==> src/rtl/prog_mem_loader.sv <==
// -----------------------------------------------------------------------------
// prog_mem_loader
//
// Program memory for the CPU instruction-fetch bus with a run-time byte-stream
// loader. The CPU reads instruction words combinationally; a host streams a
// download frame in through a valid/ready byte interface:
//
//   START_BYTE, data[0] .. data[2**ADDR_W-1], checksum
//
// The checksum is the modulo-2**DATA_W sum of the data bytes. While a frame is
// in flight, and after a frame whose checksum did not match, the CPU is kept
// in reset through cpu_hold.
//
// Ports:
//   clk        system clock (rising edge)
//   reset      synchronous, active-high reset; clears memory and loader state
//   mem_addr   instruction address from the CPU
//   mem_data   instruction word at mem_addr (combinational, zero latency)
//   in_data    loader byte from the host
//   in_valid   in_data is valid
//   in_ready   loader can accept a byte (always 1; the host is never stalled)
//   cpu_hold   hold request, OR-ed into the CPU reset by the top level
//   load_done  one-cycle pulse: download succeeded
//   load_err   one-cycle pulse: checksum mismatch
// -----------------------------------------------------------------------------
module prog_mem_loader #(
  parameter int                ADDR_W     = 4,
  parameter int                DATA_W     = 8,
  parameter logic [DATA_W-1:0] START_BYTE = 8'hA5
) (
  input  logic              clk,
  input  logic              reset,
  input  logic [ADDR_W-1:0] mem_addr,
  output logic [DATA_W-1:0] mem_data,
  input  logic [DATA_W-1:0] in_data,
  input  logic              in_valid,
  output logic              in_ready,
  output logic              cpu_hold,
  output logic              load_done,
  output logic              load_err
);

  localparam int                DEPTH      = 2 ** ADDR_W;
  localparam logic [ADDR_W-1:0] LAST_INDEX = ADDR_W'(DEPTH - 1);

  typedef enum logic [1:0] {
    IDLE  = 2'd0,
    RECV  = 2'd1,
    CHECK = 2'd2
  } state_t;

  state_t            state_reg;
  logic [ADDR_W-1:0] index_reg;
  logic [DATA_W-1:0] sum_reg;
  logic              cpu_hold_reg;
  logic              load_done_reg;
  logic              load_err_reg;

  logic              accept;
  logic              write_en;
  logic [DATA_W-1:0] mem_word [DEPTH];

  // The loader never back-pressures, so every valid byte is taken.
  assign in_ready = 1'b1;
  assign accept   = in_valid && in_ready;
  assign write_en = accept && (state_reg == RECV);

  // ---------------------------------------------------------------------------
  // Storage. The memory must clear on reset and be read asynchronously, so
  // each word is its own register rather than a block RAM.
  // ---------------------------------------------------------------------------
  generate
    for (genvar gi = 0; gi < DEPTH; gi++) begin : g_word
      logic [DATA_W-1:0] word_reg;

      always_ff @(posedge clk) begin
        if (reset) begin
          word_reg <= '0;
        end else if (write_en && (index_reg == ADDR_W'(gi))) begin
          word_reg <= in_data;
        end
      end

      assign mem_word[gi] = word_reg;
    end
  endgenerate

  // A write lands on the clock edge, so the same-cycle read sees the old word.
  assign mem_data = mem_word[mem_addr];

  // ---------------------------------------------------------------------------
  // Frame state machine with registered outputs.
  // ---------------------------------------------------------------------------
  always_ff @(posedge clk) begin
    if (reset) begin
      state_reg     <= IDLE;
      index_reg     <= '0;
      sum_reg       <= '0;
      cpu_hold_reg  <= 1'b0;
      load_done_reg <= 1'b0;
      load_err_reg  <= 1'b0;
    end else begin
      // Result pulses last exactly one cycle.
      load_done_reg <= 1'b0;
      load_err_reg  <= 1'b0;

      if (accept) begin
        unique case (state_reg)
          IDLE: begin
            // Anything other than the header is line noise and is dropped.
            if (in_data == START_BYTE) begin
              state_reg    <= RECV;
              index_reg    <= '0;
              sum_reg      <= '0;
              cpu_hold_reg <= 1'b1;
            end
          end

          RECV: begin
            // The header value is ordinary data here; only the count ends RECV.
            sum_reg   <= sum_reg + in_data;
            index_reg <= index_reg + 1'b1;
            if (index_reg == LAST_INDEX) begin
              state_reg <= CHECK;
            end
          end

          CHECK: begin
            if (in_data == sum_reg) begin
              load_done_reg <= 1'b1;
              cpu_hold_reg  <= 1'b0;
            end else begin
              // Keep the CPU held: the image in memory is not trustworthy.
              load_err_reg <= 1'b1;
            end
            state_reg <= IDLE;
          end

          default: begin
            state_reg <= IDLE;
          end
        endcase
      end
    end
  end

  assign cpu_hold  = cpu_hold_reg;
  assign load_done = load_done_reg;
  assign load_err  = load_err_reg;

endmodule

==> config.mk <==
export PLATFORM = sky130hd
export DESIGN_NAME = prog_mem_loader
export DESIGN_NICKNAME = d
export VERILOG_FILES = /design/src/rtl/prog_mem_loader.sv
export SDC_FILE = /design/constraint.sdc
export NUM_CORES = 1
export LEC_CHECK = 0
export ABC_AREA = 1
export BUFFER_PORTS_ARGS = -buffer_cell sky130_fd_sc_hd__buf_2
export CAP_MARGIN = 20
export CORE_MARGIN = 1.5
export CORE_UTILIZATION = 55
export DETAILED_ROUTE_END_ITERATION = 16
export MAX_ROUTING_LAYER = met4
export PLACE_DENSITY = 0.81
export SLEW_MARGIN = 10
export SYNTH_ARGS = -nofsm -noshare
export SYNTH_HDL_FRONTEND = slang
export SYNTH_SLANG_ARGS = --single-unit
==> constraint.sdc <==
create_clock -name clk -period 2.8 [get_ports clk]
set_clock_uncertainty 0.2 [all_clocks]
set_input_delay 0.84 -clock clk [delete_from_list [all_inputs] [get_ports clk]]
set_output_delay 0.84 -clock clk [all_outputs]
set_load 0.005 [all_outputs]
==> results.toml <==
[sta]
rsz0062_at_grt = "true"
setup_ws_ns = -0.1071
fmax_mhz = 344.0
slew_viol_final = 0
tns_ns = -0.2329
timing.hold.ws_ns = 0.2521
layout_min_cycle_time_ns = 2.907
fin_crit_sh = 1.038
setup_viol = 7
finalHoldViolCount = 0

[routing]
via_per_inst = 6.013
detail-route-antenna-nets = 0
wl_per_cell_um = 17.89
routed_wl_um = 20510
drt_first_pass_iters = 6
drc = 0
drt_iter0_drc = 1147
vias = 6891

[worst_setup_path]
cp-start-kind = "input port"
crit_chain = "clkbuf_16, buf_12, o211ai_1, nand3_1, nand3_1, nand2_2, buf_2"
critPathCaptureType = "primary output"
cp_slowest_cell = "o211ai_1"
cpMostUsedCell = "nand3_1"
critical_path_class = "in -> out"
crit_path_max_incr_delay_ns = 0.22
cp.required_ns = 1.76
crit_arrival_ns = 1.87
critPathMaxFanout = 6

[clock_network]
cts_tree = "yes"
post_cts_buffers = 0
cts_buffers = 17
clkTransAtPathRegs_ns = 0.06
cts_sinks = 145
htree_levels = 4
cts_root_buf = "clkbuf_16"
cts_buffer_depth = 2
clkLatencyLatePin_ns = 0.42

[global_routing]
grt_pass1_wl_um = 29310
gr-usage-all-layers = 0.2921
grt_antenna_before_repair = 2
grt_max_degree = 65
overflow = 0
first_global_vias = 6067

[layout]
largest_reg_flops = 128
final_common_cell = "dfxtp_1"
fin_util = 0.6943
drive_gt1_frac = 0.1537
fin_nets = 990
finalInstanceArea_um2 = 8409
filler_cell_count = 887
stdcell_count = 1146
mostFrequentLayoutCells = "dfxtp_1, o21ai_0, a21oi_1"
area_growth_syn_to_layout_pct = 22.29

[floorplan]
core_um2 = 12110
io_pins = 27
die_w_um = 114.8
chipHeight_um = 114.8
die-area_um2 = 13180
initial_core_util = 0.5678
rows = 40

[power]
power_density_nw_per_um2 = 586.1
total_power_mw = 4.928
vdd_drop_max_v = 0.0006377
power.leakage_nw = 3.340

[placed_design]
place_ws_ns = -0.06106
dp.cells = 1095
hpwl_um = 10920
placed_cell_area_um2 = 7188
io_buffers = 25
gp_congestion = 0.8866

[synth]
syn_area_um2 = 6877
synth_top_area_cell = "dfxtp_1"
yosysWarnings = 0
yosys-top-cells-area = "dfxtp_1, o21ai_0, a21oi_1"
post_synth_num_cell_types = 31
netlist_instances = 938
ys_seq_area_frac = 0.4221
ys_seq_elements = 145
synth_nets = 965
synth_top_area_share = 0.4221
avgSynthCellArea_um2 = 7.331

[run]
drv_cap = 0

[hold_path]
hp-class = "reg -> reg"

[outcome]
status = "finished with violations"
violations = "setup timing"
critical path: cells and delay by family:
family,cells,cell delay (ns)
buf+inv,3,0.42
simple gates,3,0.37
compound gates,1,0.22
kinds of logic (layout without fill, tap and decap cells):
logic type      after synthesis  count (layout)  synth area share
flops                       145             145            0.4221
compound gates              344             344            0.2631
fa+ha+maj                    12              12           0.02293
simple gates                265             265            0.1845
xor+xnor                      4               4          0.005096
other cells                   1               3         0.0005453
buf+inv                     167             205            0.1017
synthesized netlist by cell type:
cell,n
o211ai_1,32
buf_2,4
a22oi_1,2
nand4_2,1
or2_2,2
xnor2_1,3
ha_1,11
clkinv_1,4
nand2_1,87
nor2_4,17
fa_1,1
buf_6,7
nor4_1,1
inv_8,1
buf_4,2
nand3_1,65
nand4_1,1
xor2_1,1
dfxtp_1,145
nor2_1,86
nand2_8,1
nand2_4,4
a21oi_1,145
conb_1,1
inv_1,95
o21bai_1,1
inv_2,8
o21ai_0,163
o21ai_1,1
clkbuf_1,44
buf_1,2
final timing paths:
| path | startpoint | endpoint | slack [ns] | cells after the start |
|---|---|---|---|---|
| setup / recovery | mem_addr[0] | mem_data[7] | -0.11 | 7 |
| hold / removal | g_word[11].word_reg[7]$_SDFFE_PP0P_ | g_word[11].word_reg[7]$_SDFFE_PP0P_ | 0.25 | 2 |
| setup reg to reg | state_reg[0]$_SDFFE_PP0P_ | g_word[1].word_reg[7]$_SDFFE_PP0P_ | 0.61 | 9 |
| hold reg to reg | g_word[11].word_reg[7]$_SDFFE_PP0P_ | g_word[11].word_reg[7]$_SDFFE_PP0P_ | 0.25 | 2 |
per-layer routing:
layer / up-vias / track usage / routed length, um
met3: 111 / 0.06431 / 1934
met2: 425 / 0.4619 / 9322
li1: 3207 / - / -
met4: 0 / 0.1457 / 1059
met1: 3148 / 0.3532 / 8188
met5: - / - / 0
report_power, final:
| part | total (mW) | internal [mW] | switching, mW | leakage, nW |
|---|---|---|---|---|
| sequential | 2.06 | 2.06 | 0.000318 | 1.17 |
| clock | 2.44 | 1.52 | 0.920 | 0.289 |
| combinational | 0.427 | 0.180 | 0.247 | 1.88 |
| total | 4.93 | 3.76 | 1.17 | 3.34 |
cell type report:
cell class | count | area [um^2] | share of cell area
Antenna cell | 2 | 5.005 | 0.0005951
Clock buffer | 20 | 446.7 | 0.05312
Clock inverter | 12 | 183.9 | 0.02187
Inverter | 108 | 412.9 | 0.04910
Multi-Input combinational cell | 626 | 3369 | 0.4007
Sequential cell | 145 | 2903 | 0.3452
Tap cell | 168 | 210.2 | 0.02500
Timing Repair Buffer | 65 | 878.3 | 0.1044
timing repair:
action,in CTS,in global routing
cloned,6,11
resized for setup,18,42
pin swaps,12,21
setup endpoints to repair,7,8
hold buffers,0,0
(Power assumes the default switching activity.)
